===== src/rtl/pipeline_ctrl_pkg.sv =====
// Shared types and constants for the pipeline hazard/stall controller.
// Latency: n/a (declarations only).
// Backpressure: n/a.
package pipeline_ctrl_pkg;

    typedef enum logic [1:0] {
        ST_RUN      = 2'd0,
        ST_MEM_WAIT = 2'd1,
        ST_FAULT    = 2'd2
    } state_t;

    localparam int          MEM_TIMEOUT_DEF = 15;
    localparam logic [4:0]  REG_ZERO        = 5'd0;

endpackage


===== src/rtl/pipeline_ctrl_if.sv =====
// Bundle of pipeline-side hazard inputs and controller stall/flush outputs.
// Latency: n/a (wires only).
// Backpressure: n/a; master = pipeline datapath, slave = pipeline_ctrl.
// Ports: id_rs1/id_rs2/ex_rd/ex_men2reg/ex_branch_taken/mem_access/dmem_ack
//        flow master->slave; dmem_req/stall_*/bubble_ex/flush_id/hold_mem/
//        mem_timeout/stall_count flow slave->master.
interface pipeline_ctrl_if #(
    parameter int CNT_W = 16
) ();
    logic [4:0]       id_rs1;
    logic [4:0]       id_rs2;
    logic [4:0]       ex_rd;
    logic             ex_men2reg;
    logic             ex_branch_taken;
    logic             mem_access;
    logic             dmem_ack;

    logic             dmem_req;
    logic             stall_if;
    logic             stall_id;
    logic             bubble_ex;
    logic             flush_id;
    logic             hold_mem;
    logic             mem_timeout;
    logic [CNT_W-1:0] stall_count;

    modport master (
        output id_rs1, id_rs2, ex_rd, ex_men2reg, ex_branch_taken,
               mem_access, dmem_ack,
        input  dmem_req, stall_if, stall_id, bubble_ex, flush_id,
               hold_mem, mem_timeout, stall_count
    );

    modport slave (
        input  id_rs1, id_rs2, ex_rd, ex_men2reg, ex_branch_taken,
               mem_access, dmem_ack,
        output dmem_req, stall_if, stall_id, bubble_ex, flush_id,
               hold_mem, mem_timeout, stall_count
    );
endinterface


===== src/rtl/pipeline_ctrl_hazard_unit.sv =====
// Load-use hazard detector: a load in EX whose destination feeds ID.
// Latency: purely combinational, zero cycles.
// Backpressure: none; result is consumed by the controller priority mux.
// Ports: ex_men2reg, ex_rd, id_rs1, id_rs2 in; load_use out.
module hazard_unit
    import pipeline_ctrl_pkg::*;
(
    input  logic       ex_men2reg,
    input  logic [4:0] ex_rd,
    input  logic [4:0] id_rs1,
    input  logic [4:0] id_rs2,
    output logic       load_use
);
    // x0 is hard-wired zero, so a load targeting it never creates a dependency.
    assign load_use = ex_men2reg && (ex_rd != REG_ZERO) &&
                      ((ex_rd == id_rs1) || (ex_rd == id_rs2));
endmodule


===== src/rtl/pipeline_ctrl.sv =====
// Pipeline controller: memory-wait FSM, branch flush, load-use stall, stall counter.
// Latency: stall/flush/bubble/hold are combinational from the same-cycle inputs.
// Backpressure: a memory freeze holds IF/ID and all later stages; branches wait.
// Ports: clk, rst (sync, active-high); bus = pipeline_ctrl_if.slave.
module pipeline_ctrl
    import pipeline_ctrl_pkg::*;
#(
    parameter int MEM_TIMEOUT = MEM_TIMEOUT_DEF,
    parameter int CNT_W       = 16
) (
    input  logic          clk,
    input  logic          rst,
    pipeline_ctrl_if.slave bus
);
    localparam int WAIT_W = $clog2(MEM_TIMEOUT + 1);

    state_t            state;
    logic [WAIT_W-1:0] wait_cnt;
    logic [CNT_W-1:0]  stall_cnt;
    logic              timeout_flag;
    logic              br_pending;
    logic              lu_stalled;

    logic load_use;
    logic run;
    logic freeze;
    logic branch;
    logic lu_stall;

    hazard_unit u_hazard (
        .ex_men2reg (bus.ex_men2reg),
        .ex_rd      (bus.ex_rd),
        .id_rs1     (bus.id_rs1),
        .id_rs2     (bus.id_rs2),
        .load_use   (load_use)
    );

    // Every combinational output is forced low while reset is asserted.
    assign run    = !rst;
    assign freeze = run && ((bus.mem_access && !bus.dmem_ack) || (state == ST_FAULT));
    // A branch seen while frozen is remembered and applied on the first free cycle.
    assign branch = run && !freeze && (bus.ex_branch_taken || br_pending);
    // The load-use stall lasts one cycle: by then the bubble occupies EX, so a
    // hazard still visible the next cycle is the same one and must not re-stall.
    assign lu_stall = run && !freeze && !branch && load_use && !lu_stalled;

    always_comb begin
        bus.dmem_req  = run && bus.mem_access && (state != ST_FAULT);
        bus.stall_if  = freeze || lu_stall;
        bus.stall_id  = freeze || lu_stall;
        bus.hold_mem  = freeze;
        bus.bubble_ex = branch || lu_stall;
        bus.flush_id  = branch;
    end

    assign bus.mem_timeout = timeout_flag;
    assign bus.stall_count = stall_cnt;

    always_ff @(posedge clk) begin
        if (rst) begin
            state        <= ST_RUN;
            wait_cnt     <= '0;
            stall_cnt    <= '0;
            timeout_flag <= 1'b0;
            br_pending   <= 1'b0;
            lu_stalled   <= 1'b0;
        end else begin
            if (bus.stall_if && (stall_cnt != {CNT_W{1'b1}})) begin
                stall_cnt <= stall_cnt + 1'b1;
            end

            br_pending <= freeze ? (br_pending || bus.ex_branch_taken) : 1'b0;
            lu_stalled <= lu_stall;

            case (state)
                ST_RUN: begin
                    if (bus.mem_access && !bus.dmem_ack) begin
                        state    <= ST_MEM_WAIT;
                        wait_cnt <= WAIT_W'(1);
                    end
                end
                ST_MEM_WAIT: begin
                    if (bus.dmem_ack) begin
                        state    <= ST_RUN;
                        wait_cnt <= '0;
                    end else if (wait_cnt == WAIT_W'(MEM_TIMEOUT)) begin
                        state        <= ST_FAULT;
                        timeout_flag <= 1'b1;
                    end else begin
                        wait_cnt <= wait_cnt + 1'b1;
                    end
                end
                ST_FAULT: begin
                    // Only reset recovers from a memory timeout.
                    state <= ST_FAULT;
                end
                default: begin
                    state    <= ST_RUN;
                    wait_cnt <= '0;
                end
            endcase
        end
    end
endmodule


===== src/flat_wrapper.sv =====
// flat-port wrapper written by rule: the top's interface ports become plain ports
module pipeline_ctrl_flat import pipeline_ctrl_pkg::*;
#(
    parameter int MEM_TIMEOUT = MEM_TIMEOUT_DEF,
    parameter int CNT_W       = 16
)
  (clk, rst, bus_id_rs1, bus_id_rs2, bus_ex_rd, bus_ex_men2reg, bus_ex_branch_taken, bus_mem_access, bus_dmem_ack, bus_dmem_req, bus_stall_if, bus_stall_id, bus_bubble_ex, bus_flush_id, bus_hold_mem, bus_mem_timeout, bus_stall_count);
  pipeline_ctrl_if #(.CNT_W(CNT_W)) bus_i ();
  input  logic clk;
  input  logic rst;
  input wire logic [$bits(bus_i.id_rs1)-1:0] bus_id_rs1;
  input wire logic [$bits(bus_i.id_rs2)-1:0] bus_id_rs2;
  input wire logic [$bits(bus_i.ex_rd)-1:0] bus_ex_rd;
  input wire logic [$bits(bus_i.ex_men2reg)-1:0] bus_ex_men2reg;
  input wire logic [$bits(bus_i.ex_branch_taken)-1:0] bus_ex_branch_taken;
  input wire logic [$bits(bus_i.mem_access)-1:0] bus_mem_access;
  input wire logic [$bits(bus_i.dmem_ack)-1:0] bus_dmem_ack;
  output wire logic [$bits(bus_i.dmem_req)-1:0] bus_dmem_req;
  output wire logic [$bits(bus_i.stall_if)-1:0] bus_stall_if;
  output wire logic [$bits(bus_i.stall_id)-1:0] bus_stall_id;
  output wire logic [$bits(bus_i.bubble_ex)-1:0] bus_bubble_ex;
  output wire logic [$bits(bus_i.flush_id)-1:0] bus_flush_id;
  output wire logic [$bits(bus_i.hold_mem)-1:0] bus_hold_mem;
  output wire logic [$bits(bus_i.mem_timeout)-1:0] bus_mem_timeout;
  output wire logic [$bits(bus_i.stall_count)-1:0] bus_stall_count;
  assign bus_i.id_rs1 = bus_id_rs1;
  assign bus_i.id_rs2 = bus_id_rs2;
  assign bus_i.ex_rd = bus_ex_rd;
  assign bus_i.ex_men2reg = bus_ex_men2reg;
  assign bus_i.ex_branch_taken = bus_ex_branch_taken;
  assign bus_i.mem_access = bus_mem_access;
  assign bus_i.dmem_ack = bus_dmem_ack;
  assign bus_dmem_req = bus_i.dmem_req;
  assign bus_stall_if = bus_i.stall_if;
  assign bus_stall_id = bus_i.stall_id;
  assign bus_bubble_ex = bus_i.bubble_ex;
  assign bus_flush_id = bus_i.flush_id;
  assign bus_hold_mem = bus_i.hold_mem;
  assign bus_mem_timeout = bus_i.mem_timeout;
  assign bus_stall_count = bus_i.stall_count;
  pipeline_ctrl #(.MEM_TIMEOUT(MEM_TIMEOUT), .CNT_W(CNT_W)) u_core (.clk(clk), .rst(rst), .bus(bus_i));
endmodule

===== config.mk =====
export PLATFORM = sky130hd
export DESIGN_NAME = pipeline_ctrl_flat
export DESIGN_NICKNAME = d
export VERILOG_FILES = /design/src/rtl/pipeline_ctrl_pkg.sv /design/src/rtl/pipeline_ctrl_if.sv /design/src/rtl/pipeline_ctrl_hazard_unit.sv /design/src/rtl/pipeline_ctrl.sv /design/src/flat_wrapper.sv
export SDC_FILE = /design/constraint.sdc
export NUM_CORES = 1
export LEC_CHECK = 0
export ABC_AREA = 0
export BUFFER_PORTS_ARGS = -buffer_cell sky130_fd_sc_hd__buf_2
export CAP_MARGIN = 20
export CORE_ASPECT_RATIO = 1.4
export CORE_MARGIN = 1
export CORE_UTILIZATION = 45
export DETAILED_ROUTE_END_ITERATION = 6
export GPL_TIMING_DRIVEN = 0
export PLACE_DENSITY = 0.74
export SYNTH_ARGS = -nofsm -noshare
export SYNTH_HDL_FRONTEND = slang
export SYNTH_HIERARCHICAL = 1
export SYNTH_SLANG_ARGS = --single-unit

===== constraint.sdc =====
create_clock -name clk -period 2.3 [get_ports clk]
set_clock_uncertainty 0.15 [all_clocks]
set_input_delay 0 -clock clk [delete_from_list [all_inputs] [get_ports clk]]
set_output_delay 0 -clock clk [all_outputs]
set_load 0.02 [all_outputs]

==> flow_results.xml, run 1 <==
<?xml version="1.0" encoding="UTF-8"?>
<metrics>
  <group name="outcome">
    <metric name="run_status" unit="">finished, final reports clean</metric>
  </group>
  <group name="timing">
    <metric name="final_max_slew_viol_count" unit="">0</metric>
    <metric name="max_slew_margin" unit="">0.6257</metric>
    <metric name="post-route-min-period" unit="ps">2241</metric>
    <metric name="finalSetupViolCount" unit="">0</metric>
    <metric name="transition_time_at_the_pin_with_the_least_slew_margin" unit="ps">561.4</metric>
    <metric name="worst_slack" unit="ps">58.76</metric>
    <metric name="setup_tns" unit="ps">0</metric>
    <metric name="finalHoldViolations" unit="">0</metric>
    <metric name="max_freq" unit="GHz">0.4462</metric>
    <metric name="fin_crit_sh" unit="">0.9745</metric>
  </group>
  <group name="setup_path">
    <metric name="setup.reg_to_reg.worst_slack" unit="ps">90</metric>
    <metric name="worst-path-max-fanout" unit="">5</metric>
    <metric name="timing.critical_path.arrival" unit="ps">2250</metric>
    <metric name="critical_path.cell_chain" unit="">dlygate4sd3_1, buf_2, or4b_4, a31o_4, buf_8, nor4_4, mux2_4</metric>
    <metric name="critical_path_class" unit="">input pin to flop</metric>
    <metric name="crit_path_start_kind" unit="">input pin</metric>
    <metric name="critPathSlowestCell" unit="">sky130_fd_sc_hd__or4b_4</metric>
    <metric name="critical_path_buf_inv_count" unit="">3</metric>
    <metric name="family_of_cells_with_the_greatest_summed_delay_on_the_critical_path" unit="">simple AND/OR/NAND/NOR gates</metric>
    <metric name="setup_crit_end_kind" unit="">flop</metric>
    <metric name="slowest_delay" unit="ps">540</metric>
    <metric name="timing.critical_path.required" unit="ps">2310</metric>
  </group>
  <group name="finish">
    <metric name="finish.net_count" unit="">248</metric>
    <metric name="layout_commonest_cell" unit="">sky130_fd_sc_hd__buf_2</metric>
    <metric name="ant_diodes" unit="">0</metric>
    <metric name="layoutNonFillerInstCount" unit="">261</metric>
    <metric name="utilization" unit="">0.6407</metric>
    <metric name="syn2layout_area_growth" unit="%">32.89</metric>
    <metric name="final_layout_size_suffix_gt1_frac" unit="">0.3214</metric>
    <metric name="most-common-layout-cells" unit="">sky130_fd_sc_hd__buf_2, sky130_fd_sc_hd__dfxtp_1, sky130_fd_sc_hd__nor2_1, sky130_fd_sc_hd__nand3_1, sky130_fd_sc_hd__a21oi_1</metric>
    <metric name="final_design_area_no_fill" unit="mm^2">0.001881</metric>
  </group>
  <group name="floorplan">
    <metric name="core" unit="mm^2">0.002935</metric>
    <metric name="floorplan.die.width" unit="um">49.40</metric>
    <metric name="num_rows" unit="">23</metric>
    <metric name="top_level_ports" unit="">44</metric>
    <metric name="initial_core_util" unit="">0.4821</metric>
    <metric name="design.die.area" unit="mm^2">0.003376</metric>
    <metric name="die_height" unit="um">68.35</metric>
  </group>
  <group name="hold_path">
    <metric name="min_path_type" unit="">input pin to flop</metric>
  </group>
  <group name="synth">
    <metric name="count_of_yosys_warnings_during_synthesis" unit="">6</metric>
    <metric name="synth_top_cells_by_area" unit="">sky130_fd_sc_hd__dfxtp_1, sky130_fd_sc_hd__a21oi_1, sky130_fd_sc_hd__nand3_1</metric>
    <metric name="average_size_of_a_mapped_cell" unit="um^2">8.275</metric>
    <metric name="postSynth.asyncResetShare" unit="">0</metric>
    <metric name="mappedNetlistNets" unit="">194</metric>
    <metric name="synth-edff-count" unit="">0</metric>
    <metric name="post_synth_instance_area" unit="mm^2">0.001415</metric>
    <metric name="netlist-cell-type-count" unit="">41</metric>
    <metric name="synth.yosys.seq_area_share" unit="">0.3537</metric>
    <metric name="synth_top_cell_by_area" unit="">sky130_fd_sc_hd__dfxtp_1</metric>
    <metric name="synth_seq_cells" unit="">25</metric>
    <metric name="post-synth-top-area-fraction" unit="">0.3537</metric>
    <metric name="synth-main-ff-cell" unit="">sky130_fd_sc_hd__dfxtp_1</metric>
    <metric name="postSynthCellCount" unit="">171</metric>
  </group>
  <group name="placed_design">
    <metric name="gpl.final_weighted_congestion" unit="">0.8193</metric>
    <metric name="place_hpwl" unit="um">2591</metric>
    <metric name="dp_cells" unit="">251</metric>
    <metric name="dp_slack" unit="ps">-350.1</metric>
    <metric name="place_area" unit="mm^2">0.001677</metric>
    <metric name="placement.io_buffers" unit="">43</metric>
  </group>
  <group name="route">
    <metric name="initial_drc_count" unit="">48</metric>
    <metric name="via_count" unit="">1492</metric>
    <metric name="post_drt_wl_per_cell" unit="um">13.84</metric>
    <metric name="postRouteAntennaNets" unit="">0</metric>
    <metric name="detailed_route_wl" unit="um">3611</metric>
    <metric name="post-route-drc-count" unit="">0</metric>
    <metric name="drt_first_pass_iters" unit="">4</metric>
    <metric name="vias_per_cell" unit="">5.716</metric>
  </group>
  <group name="clock_tree">
    <metric name="number_of_sinks_on_the_clock_net" unit="">25</metric>
    <metric name="worstSkewPairLatency" unit="ps">260</metric>
    <metric name="path_clk_slew" unit="ps">90</metric>
    <metric name="clock_tree_from_tritoncts" unit="">yes</metric>
    <metric name="h-tree-depth" unit="">1</metric>
    <metric name="num_cts_buffers" unit="">3</metric>
    <metric name="clk_root_buffer_cell" unit="">sky130_fd_sc_hd__clkbuf_8</metric>
    <metric name="cts.path.max_buffers" unit="">2</metric>
  </group>
  <group name="power_and_ir_drop">
    <metric name="power.density_cell_area" unit="mW/mm^2">435.2</metric>
    <metric name="ir_worst_vdd" unit="uV">264.4</metric>
    <metric name="p_sw_frac" unit="">0.2511</metric>
    <metric name="leakage" unit="nW">0.7607</metric>
    <metric name="power.net_switching" unit="W">0.0002055</metric>
    <metric name="comb_power_share" unit="">0.142</metric>
    <metric name="power_frac_clock" unit="">0.317</metric>
    <metric name="power.share.sequential" unit="">0.541</metric>
    <metric name="internal-power" unit="W">0.0006130</metric>
  </group>
  <group name="global_routing">
    <metric name="grt_util_all_layers" unit="">0.2170</metric>
    <metric name="grt_antenna_before_repair" unit="">0</metric>
    <metric name="grt_overflow_total" unit="">0</metric>
    <metric name="grt_first_pass_wirelength" unit="um">5664</metric>
    <metric name="grt_max_degree" unit="">15</metric>
    <metric name="first_global_vias" unit="">1363</metric>
  </group>
  <group name="flow_run">
    <metric name="max_cap_viol_count" unit="">0</metric>
  </group>
</metrics>
[state kept, by name (all words and copies together), names as in the netlist]
signal	count
u_core/lu_stalled	1
u_core/wait_cnt	4
u_core/bus.stall_count	16
u_core/bus.mem_timeout	1
u_core/state	2
u_core/br_pending	1
[cell type report]
cell class	count	area [um^2]
multi-input cells	135	930.9
clock buffers	3	41.29
fillers	276	1055
clock inverters	1	5.005
flip-flops and latches	25	500.5
repair buffers	49	294.0
plain buffers	7	43.79
inverters	4	18.77
well taps	37	46.29
[timing repair]
item                                    4_1_cts  5_1_grt
hold endpoints to repair                      8        0
gates resized for setup                       3       16
buffers inserted                              0        1
pin swaps                                     0        5
endpoints found under the setup margin        1       11
gates cloned                                  0        1
hold buffers                                  4        0
[layer usage]
metal | track usage | wire [um] | vias to the layer above
met3 | 0.02000 | 152 | 5
met2 | 0.4384 | 1932 | 49
met5 | 0 | 0 | -
met1 | 0.2332 | 1490 | 683
li1 | - | - | 755
met4 | 0.07500 | 36 | 0
[Yosys cell counts, types with 5 or more instances]
cell type	instances
sky130_fd_sc_hd__dfxtp_1	25
sky130_fd_sc_hd__xor2_1	6
sky130_fd_sc_hd__nor2_1	12
sky130_fd_sc_hd__nand4_1	7
sky130_fd_sc_hd__nand3_1	12
sky130_fd_sc_hd__nor4_1	6
sky130_fd_sc_hd__nand2_1	9
sky130_fd_sc_hd__nor2b_1	5
sky130_fd_sc_hd__or2_2	5
sky130_fd_sc_hd__a21oi_1	13
sky130_fd_sc_hd__or4_1	6
sky130_fd_sc_hd__o21ai_0	5
[final timing paths]
path / startpoint / to / cells past startpoint
max reg2reg: u_core/bus.stall_count[0] / u_core/bus.stall_count[12] / 6
min reg2reg: u_core/bus.mem_timeout / u_core/bus.mem_timeout / 2
min: bus_ex_men2reg / u_core/lu_stalled / 5
max: bus_ex_branch_taken / u_core/bus.stall_count[9] / 7
[through the flow]
stage,power (W),hold slack [ps]
global route,0.0008563,108.4
floorplan,0.0005096,-56.50
CTS,0.0008168,67.60
global placement,0.0005513,131.7
detailed placement,0.0005525,137.8
finish,0.0008185,98.02
[kinds of logic after synthesis]
family | after synthesis | synth area share
simple gates | 82 | 0.3298
mux | 6 | 0.04509
compound gates | 35 | 0.1539
xor+xnor | 10 | 0.06189
buf+inv | 11 | 0.03802
flops | 25 | 0.3537
fa+ha+maj | 2 | 0.01768
[worst min-delay path: stages]
cell	delay, ps
sky130_fd_sc_hd__buf_2	90
sky130_fd_sc_hd__o21ai_1	80
sky130_fd_sc_hd__a21oi_2	40
sky130_fd_sc_hd__or4b_4	200
sky130_fd_sc_hd__nor3_1	50
[power by group through the flow]
stage / clock network (W) / registers [W] / logic [W]
finish: 0.000260 / 0.000443 / 0.000116
global route: 0.000285 / 0.000443 / 0.000127
CTS: 0.000269 / 0.000442 / 0.000106
detailed placement: 0 / 0.000453 / 0.0000998
global placement: 0 / 0.000453 / 0.0000987
floorplan: 0 / 0.000453 / 0.0000569
Power figures use the tool's default switching activity.
==> run 2, diff against run 1 <==
- PLACE_DENSITY: 0.74 -> 0.75
==> run 2 against run 1 <==
Compared with the run above: total power down 1.2%; largest power group unchanged; critical path depth grew 3; cell area decreased by 1.9%; global-route usage grew 1.1 points; sequential share of layout area is 0.59 points higher; sequential power hardly changed; via count decreased by 0.74%; worst hold slack better by 20 ps; clock power about the same; utilization decreased by 1.2 points; cell count shrank 0.38%; critical path type unchanged.
==> flow_results.xml, run 2 (synthesis gave the netlist of run 1 again) <==
<?xml version="1.0" encoding="UTF-8"?>
<metrics>
  <group name="outcome">
    <metric name="run_status" unit="">finished, final reports clean</metric>
  </group>
  <group name="setup_path">
    <metric name="worst-path-max-fanout" unit="">10</metric>
    <metric name="worst_r2r_startpoint" unit="">u_core/br_pending</metric>
    <metric name="critical_path_class" unit="">input pin to flop</metric>
    <metric name="timing.critical_path.required" unit="ps">2310</metric>
    <metric name="crit_path_start_kind" unit="">input pin</metric>
    <metric name="setup_crit_end_kind" unit="">flop</metric>
    <metric name="timing.critical_path.arrival" unit="ps">2240</metric>
    <metric name="crit_start" unit="">bus_ex_rd[0]</metric>
  </group>
  <group name="finish">
    <metric name="layout_commonest_cell" unit="">sky130_fd_sc_hd__buf_2</metric>
    <metric name="finish.net_count" unit="">247</metric>
    <metric name="largest_reg_flops" unit="">16</metric>
    <metric name="n_fill_cell" unit="">290</metric>
    <metric name="most-common-layout-cells" unit="">sky130_fd_sc_hd__buf_2, sky130_fd_sc_hd__dfxtp_1, sky130_fd_sc_hd__nor2_1, sky130_fd_sc_hd__nand3_1, sky130_fd_sc_hd__a21oi_1</metric>
    <metric name="final_layout_size_suffix_gt1_frac" unit="">0.3049</metric>
    <metric name="ant_diodes" unit="">0</metric>
    <metric name="syn2layout_area_growth" unit="%">30.33</metric>
  </group>
  <group name="timing">
    <metric name="max_slew_margin" unit="">0.6126</metric>
    <metric name="rsz0062_at_grt" unit="">true</metric>
    <metric name="transition_time_at_the_pin_with_the_least_slew_margin" unit="ps">581.1</metric>
    <metric name="fin_crit_sh" unit="">0.9684</metric>
    <metric name="final_max_slew_viol_count" unit="">0</metric>
    <metric name="finalHoldViolations" unit="">0</metric>
    <metric name="fin_worst_hold_slack" unit="ps">117.6</metric>
    <metric name="setup_tns" unit="ps">0</metric>
    <metric name="finalSetupViolCount" unit="">0</metric>
    <metric name="max_freq" unit="GHz">0.4490</metric>
    <metric name="post-route-min-period" unit="ps">2227</metric>
  </group>
  <group name="clock_tree">
    <metric name="path_clk_slew" unit="ps">90</metric>
    <metric name="clk_root_buffer_cell" unit="">sky130_fd_sc_hd__clkbuf_8</metric>
    <metric name="cts.path.max_buffers" unit="">2</metric>
    <metric name="worstSkewPairLatency" unit="ps">260</metric>
    <metric name="clock_tree_from_tritoncts" unit="">yes</metric>
    <metric name="post_cts.repair.setup_buffers" unit="">0</metric>
    <metric name="h-tree-depth" unit="">1</metric>
    <metric name="num_cts_buffers" unit="">3</metric>
    <metric name="number_of_sinks_on_the_clock_net" unit="">25</metric>
  </group>
  <group name="global_routing">
    <metric name="first_global_vias" unit="">1401</metric>
    <metric name="grt_max_degree" unit="">14</metric>
    <metric name="grt_first_pass_wirelength" unit="um">5968</metric>
    <metric name="grt_overflow_total" unit="">0</metric>
    <metric name="grt_util_all_layers" unit="">0.2282</metric>
    <metric name="grt_antenna_before_repair" unit="">0</metric>
  </group>
  <group name="route">
    <metric name="vias_per_cell" unit="">5.696</metric>
    <metric name="initial_drc_count" unit="">30</metric>
    <metric name="drt_first_pass_iters" unit="">4</metric>
    <metric name="post-route-drc-count" unit="">0</metric>
    <metric name="via_count" unit="">1481</metric>
    <metric name="post_drt_wl_per_cell" unit="um">13.86</metric>
    <metric name="detailed_route_wl" unit="um">3604</metric>
    <metric name="postRouteAntennaNets" unit="">0</metric>
  </group>
  <group name="placed_design">
    <metric name="place_hpwl" unit="um">2568</metric>
    <metric name="placement.io_buffers" unit="">43</metric>
    <metric name="gpl.final_weighted_congestion" unit="">0.8116</metric>
  </group>
  <group name="power_and_ir_drop">
    <metric name="power.net_switching" unit="W">0.0001985</metric>
    <metric name="leakage" unit="nW">0.7541</metric>
    <metric name="p_sw_frac" unit="">0.2455</metric>
    <metric name="ir_worst_vdd" unit="uV">246.6</metric>
    <metric name="power.density_cell_area" unit="mW/mm^2">438.4</metric>
    <metric name="internal-power" unit="W">0.0006100</metric>
    <metric name="power_frac_clock" unit="">0.318</metric>
    <metric name="power.share.sequential" unit="">0.548</metric>
    <metric name="comb_power_share" unit="">0.135</metric>
  </group>
  <group name="floorplan">
    <metric name="floorplan.die.width" unit="um">49.40</metric>
    <metric name="num_rows" unit="">23</metric>
    <metric name="core" unit="mm^2">0.002935</metric>
    <metric name="design.die.area" unit="mm^2">0.003376</metric>
    <metric name="die_height" unit="um">68.35</metric>
    <metric name="top_level_ports" unit="">44</metric>
    <metric name="initial_core_util" unit="">0.4821</metric>
  </group>
  <group name="hold_path">
    <metric name="min_path_type" unit="">input pin to flop</metric>
    <metric name="holdCritStartpoint" unit="">bus_mem_access</metric>
  </group>
  <group name="flow_run">
    <metric name="max_cap_viol_count" unit="">0</metric>
  </group>
</metrics>
-- run 2: cell count changes in the layout (fill, tap and decap cells not counted), sizes merged --
cell,delta
inv,+1
buf,-1
dlygate4sd3,+1
clkinvlp,-1
clkinv,-1
-- run 2: worst max-delay path, cell delays in order --
cell                      delay [ps]
sky130_fd_sc_hd__buf_2           130
sky130_fd_sc_hd__xor2_1          160
sky130_fd_sc_hd__nor3_1          180
sky130_fd_sc_hd__nand3_1          90
sky130_fd_sc_hd__a21oi_1         140
sky130_fd_sc_hd__or4b_4          490
sky130_fd_sc_hd__a31o_4          260
sky130_fd_sc_hd__buf_6           140
sky130_fd_sc_hd__nor4_4          320
sky130_fd_sc_hd__mux2_4          320
-- run 2: power by group through the flow --
stage | Sequential (W) | Clock (W) | Combinational [W]
after floorplan | 0.000453 | 0 | 0.0000569
after global placement | 0.000453 | 0 | 0.0000990
after detailed placement | 0.000452 | 0 | 0.0000996
after CTS | 0.000442 | 0.000266 | 0.000106
after global routing | 0.000443 | 0.000281 | 0.000121
final | 0.000443 | 0.000257 | 0.000109
-- run 2: path summary, 6_finish.rpt --
check	to	slack [ps]	cells past startpoint
worst max-delay path	u_core/bus.stall_count[9]	70	10
worst min-delay path	u_core/br_pending	120	4
worst max register to register	u_core/bus.stall_count[9]	130	5
worst min register to register	u_core/bus.mem_timeout	300	2
-- run 2: layout make-up --
class / count / area [um^2] / area share
Clock buffer: 4 / 45.04 / 0.02442
Timing Repair Buffer: 48 / 265.3 / 0.1438
Buffer: 7 / 40.04 / 0.02171
Multi-Input combinational cell: 135 / 930.9 / 0.5047
Inverter: 4 / 15.01 / 0.008141
Sequential cell: 25 / 501.7 / 0.2720
Tap cell: 37 / 46.29 / 0.02510
-- run 2: through the flow --
step	setup slack (ps)	area, um^2	cells	power, W	util
after global routing	-33.78	1844	260	0.0008453	0.6283
final	72.71	1844	260	0.0008085	0.6283
after detailed placement	-293.5	1677	251	0.0005520	0.5712
after floorplan	57.39	1415	171	0.0005096	-
after global placement	-320.7	1677	251	0.0005515	0.5712
after CTS	-6.111	1772	260	0.0008139	0.6036
-- run 2: timing repair --
| item | CTS | global route |
|---|---|---|
| endpoints found under the hold margin | 8 | 0 |
| pin swaps | 0 | 4 |
| endpoints found under the setup margin | 1 | 13 |
| hold buffers | 5 | 0 |
| gates resized for setup | 0 | 15 |
-- run 2: routing by layer --
layer | track usage | share of wire
met5 | 0 | 0
met4 | 0.1179 | 0.011
met3 | 0.03556 | 0.047
met2 | 0.4315 | 0.51
met1 | 0.2450 | 0.43
==> run 3, diff against run 2 <==
- PLACE_DENSITY: 0.75 -> 0.76
- SYNTH_HIERARCHICAL: 1 -> unset
==> run 3 against run 2 <==
Compared with the run above: non-clock buffer count shrank 3; area after synthesis is 0.71% lower; critical path depth is 2 lower; synthesized cell count is 7.0% lower; clock power hardly changed; register-to-register slack improved by 20 ps; global-route usage is 2.5 points lower; utilization down 2.3 points; sequential power hardly changed; via count down 6.8%; maximum frequency is 3.6% higher; first-iteration DRC count up 27%; critical endpoint is now u_core.bus.stall_count[1]; largest power group unchanged.
==> flow_results.xml, run 3 <==
<?xml version="1.0" encoding="UTF-8"?>
<metrics>
  <group name="power_and_ir_drop">
    <metric name="leakage" unit="nW">0.7294</metric>
    <metric name="ir_worst_vdd" unit="uV">237.0</metric>
    <metric name="power.density_cell_area" unit="mW/mm^2">465.6</metric>
    <metric name="power.total" unit="W">0.0008190</metric>
  </group>
  <group name="global_routing">
    <metric name="grt_overflow_total" unit="">0</metric>
    <metric name="gr-usage-met1" unit="">0.2180</metric>
    <metric name="grt_antenna_before_repair" unit="">0</metric>
    <metric name="grt_first_pass_wirelength" unit="um">5244</metric>
    <metric name="global_route_met2_usage" unit="">0.3921</metric>
    <metric name="grt_most_used_layer" unit="">met2</metric>
    <metric name="use_met3" unit="">0.03333</metric>
    <metric name="grt_util_all_layers" unit="">0.2029</metric>
    <metric name="grt_max_degree" unit="">15</metric>
    <metric name="first_global_vias" unit="">1242</metric>
  </group>
  <group name="finish">
    <metric name="utilization" unit="">0.6053</metric>
    <metric name="finish.net_count" unit="">234</metric>
    <metric name="largest_reg_flops" unit="">16</metric>
    <metric name="layout_commonest_cell" unit="">sky130_fd_sc_hd__buf_2</metric>
    <metric name="final_layout_size_suffix_gt1_frac" unit="">0.2810</metric>
    <metric name="most-common-layout-cells" unit="">sky130_fd_sc_hd__buf_2, sky130_fd_sc_hd__dfxtp_1, sky130_fd_sc_hd__nor2_1, sky130_fd_sc_hd__a21oi_1</metric>
    <metric name="ant_diodes" unit="">0</metric>
    <metric name="syn2layout_area_growth" unit="%">25.20</metric>
    <metric name="final_design_area_no_fill" unit="mm^2">0.001759</metric>
  </group>
  <group name="synth">
    <metric name="post_synth_instance_area" unit="mm^2">0.001405</metric>
    <metric name="synthMostInstantiatedCell" unit="">sky130_fd_sc_hd__dfxtp_1</metric>
    <metric name="average_size_of_a_mapped_cell" unit="um^2">8.837</metric>
    <metric name="synth_top_cells_by_area" unit="">sky130_fd_sc_hd__dfxtp_1, sky130_fd_sc_hd__xnor2_1, sky130_fd_sc_hd__a21oi_1</metric>
    <metric name="post-synth-top-area-fraction" unit="">0.3562</metric>
    <metric name="synth-edff-count" unit="">0</metric>
    <metric name="synth.yosys.seq_area_share" unit="">0.3562</metric>
    <metric name="synth_seq_cells" unit="">25</metric>
    <metric name="synth_top_cell_by_area" unit="">sky130_fd_sc_hd__dfxtp_1</metric>
    <metric name="postSynthCellCount" unit="">159</metric>
    <metric name="netlist-cell-type-count" unit="">45</metric>
    <metric name="mappedNetlistNets" unit="">182</metric>
    <metric name="synth-main-ff-cell" unit="">sky130_fd_sc_hd__dfxtp_1</metric>
    <metric name="count_of_yosys_warnings_during_synthesis" unit="">0</metric>
    <metric name="postSynth.asyncResetShare" unit="">0</metric>
    <metric name="synth.cells.most_frequent" unit="">sky130_fd_sc_hd__dfxtp_1, sky130_fd_sc_hd__nor2_1, sky130_fd_sc_hd__a21oi_1, sky130_fd_sc_hd__nand3_1, sky130_fd_sc_hd__xnor2_1</metric>
  </group>
  <group name="setup_path">
    <metric name="timing.critical_path.to" unit="">u_core.bus.stall_count[1]</metric>
    <metric name="critPathSlowestCell" unit="">sky130_fd_sc_hd__or3_4</metric>
    <metric name="worst_r2r_startpoint" unit="">u_core.bus.stall_count[1]</metric>
    <metric name="slowest_delay" unit="ps">450</metric>
    <metric name="setup.reg_to_reg.worst_slack" unit="ps">150</metric>
    <metric name="critical_path.cell_chain" unit="">ha_1, nand3_2, or3_4, nand3_4, buf_6, buf_12, mux2i_1, nor2_1</metric>
    <metric name="crit_path_start_kind" unit="">flop</metric>
    <metric name="crit_start" unit="">u_core.bus.stall_count[1]</metric>
    <metric name="critical_path_depth" unit="">8</metric>
    <metric name="timing.critical_path.arrival" unit="ps">2150</metric>
    <metric name="worst-path-max-fanout" unit="">10</metric>
    <metric name="family_of_cells_with_the_greatest_summed_delay_on_the_critical_path" unit="">simple AND/OR/NAND/NOR gates</metric>
    <metric name="critical_path_class" unit="">flop to flop</metric>
    <metric name="setup_crit_end_kind" unit="">flop</metric>
    <metric name="critical_path_buf_inv_count" unit="">2</metric>
    <metric name="timing.critical_path.required" unit="ps">2300</metric>
    <metric name="r2r_cells" unit="">8</metric>
    <metric name="r2r-end" unit="">u_core.bus.stall_count[1]</metric>
  </group>
  <group name="floorplan">
    <metric name="initial_core_util" unit="">0.4834</metric>
    <metric name="num_rows" unit="">23</metric>
    <metric name="core" unit="mm^2">0.002907</metric>
    <metric name="top_level_ports" unit="">44</metric>
    <metric name="die_height" unit="um">68.12</metric>
    <metric name="floorplan.die.width" unit="um">49.23</metric>
    <metric name="design.die.area" unit="mm^2">0.003353</metric>
  </group>
  <group name="timing">
    <metric name="setup_tns" unit="ps">0</metric>
    <metric name="finalSetupViolCount" unit="">0</metric>
    <metric name="max_slew_margin" unit="">0.7022</metric>
    <metric name="fin_crit_sh" unit="">0.9350</metric>
    <metric name="transition_time_at_the_pin_with_the_least_slew_margin" unit="ps">446.7</metric>
    <metric name="max_freq" unit="GHz">0.4650</metric>
    <metric name="post-route-min-period" unit="ps">2151</metric>
    <metric name="final_max_slew_viol_count" unit="">0</metric>
    <metric name="finalHoldViolations" unit="">0</metric>
    <metric name="rsz0062_at_grt" unit="">false</metric>
  </group>
  <group name="route">
    <metric name="post_drt_wl_per_cell" unit="um">12.83</metric>
    <metric name="detailed_route_wl" unit="um">3169</metric>
    <metric name="initial_drc_count" unit="">38</metric>
    <metric name="via_count" unit="">1380</metric>
    <metric name="postRouteAntennaNets" unit="">0</metric>
    <metric name="post-route-drc-count" unit="">0</metric>
    <metric name="vias_per_cell" unit="">5.587</metric>
    <metric name="drt_first_pass_iters" unit="">4</metric>
  </group>
  <group name="flow_run">
    <metric name="max_cap_viol_count" unit="">0</metric>
  </group>
  <group name="clock_tree">
    <metric name="clk_root_buffer_cell" unit="">sky130_fd_sc_hd__clkbuf_8</metric>
    <metric name="worstSkewPairLatency" unit="ps">270</metric>
    <metric name="number_of_sinks_on_the_clock_net" unit="">25</metric>
    <metric name="cts.path.max_buffers" unit="">2</metric>
    <metric name="num_cts_buffers" unit="">3</metric>
    <metric name="post_cts.repair.setup_buffers" unit="">0</metric>
    <metric name="clock_tree_from_tritoncts" unit="">yes</metric>
    <metric name="h-tree-depth" unit="">1</metric>
    <metric name="path_clk_slew" unit="ps">90</metric>
  </group>
  <group name="placed_design">
    <metric name="place_area" unit="mm^2">0.001667</metric>
    <metric name="gpl.final_weighted_congestion" unit="">0.7311</metric>
    <metric name="placement.io_buffers" unit="">43</metric>
    <metric name="place_hpwl" unit="um">2404</metric>
  </group>
  <group name="hold_path">
    <metric name="min_path_type" unit="">input pin to flop</metric>
  </group>
  <group name="outcome">
    <metric name="run_status" unit="">finished, final reports clean</metric>
  </group>
</metrics>
==> run 3: changes by cell type after synthesis, sizes merged, moves of 4 or more <==
cell	delta
nor4	-5
o21ai	+4
or2	-5
or3	+6
xnor2	+6
nor2	+5
nor2b	-5
==> run 3: layer usage <==
metal	up-vias	wire, um
li1	698	-
met1	638	1341
met2	39	1646
met3	5	135
met4	0	46
met5	-	0
==> run 3: cells by family after synthesis <==
logic type	count (synthesis)	synth area share
adders and majority gates	2	0.01781
DFF	25	0.3562
xor gates and xnor gates	13	0.08103
muxes	3	0.02137
buffers and inverters	8	0.04097
and+or+nand+nor	69	0.2965
AOI/OAI and AO/OA	39	0.1861
==> run 3: how the worst min path moves through the flow <==
stage,slack [ps],startpoint,endpoint,cells past startpoint
after detailed placement,80,bus_dmem_ack,u_core.state[0],2
after floorplan,-70,bus_dmem_ack,u_core.state[0],1
after global routing,80,bus_mem_access,u_core.wait_cnt[1],4
final,40,bus_mem_access,u_core.wait_cnt[2],4
after CTS,40,bus_mem_access,u_core.wait_cnt[2],4
after global placement,70,bus_dmem_ack,u_core.state[0],2
==> run 3: area by class of cell <==
cell class | count | area (um^2)
Tap cell | 37 | 46.29
Inverter | 3 | 11.26
Sequential cell | 25 | 501.7
Clock buffer | 3 | 41.29
Fill cell | 261 | 1147
Clock inverter | 1 | 5.005
Buffer | 5 | 46.29
Timing Repair Buffer | 47 | 255.2
Multi-Input combinational cell | 126 | 852.1
==> run 3: metrics by stage <==
stage	cells	worst slack [ps]	hold slack (ps)
2_1_floorplan	159	161.5	-71.73
3_3_place_gp	239	72.03	72.07
3_5_place_dp	239	72.09	76.75
4_1_cts	247	50.30	36.38
5_1_grt	247	3.999	82.87
6_report	247	149.5	42.96
==> run 3: repair_timing <==
action | in CTS | in global routing
hold endpoints to repair | 8 | 0
endpoints found under the setup margin | 0 | 10
resized for setup | 0 | 2
hold buffers | 4 | 0
==> run 3: worst register-to-register path, stage by stage, from the launching register on <==
cell	delay (ps)
sky130_fd_sc_hd__dfxtp_1	420
sky130_fd_sc_hd__ha_1	240
sky130_fd_sc_hd__nand3_2	180
sky130_fd_sc_hd__or3_4	450
sky130_fd_sc_hd__nand3_4	100
sky130_fd_sc_hd__buf_6	150
sky130_fd_sc_hd__buf_12	130
sky130_fd_sc_hd__mux2i_1	170
sky130_fd_sc_hd__nor2_1	50
==> run 3: where the power goes <==
part | switching [W] | leakage (nW) | internal [W] | total, W
sequential | 0.00000428 | 0.202 | 0.000437 | 0.000441
combinational | 0.0000631 | 0.502 | 0.0000566 | 0.000120
clock | 0.000137 | 0.0255 | 0.000121 | 0.000258
total | 0.000205 | 0.729 | 0.000614 | 0.000819
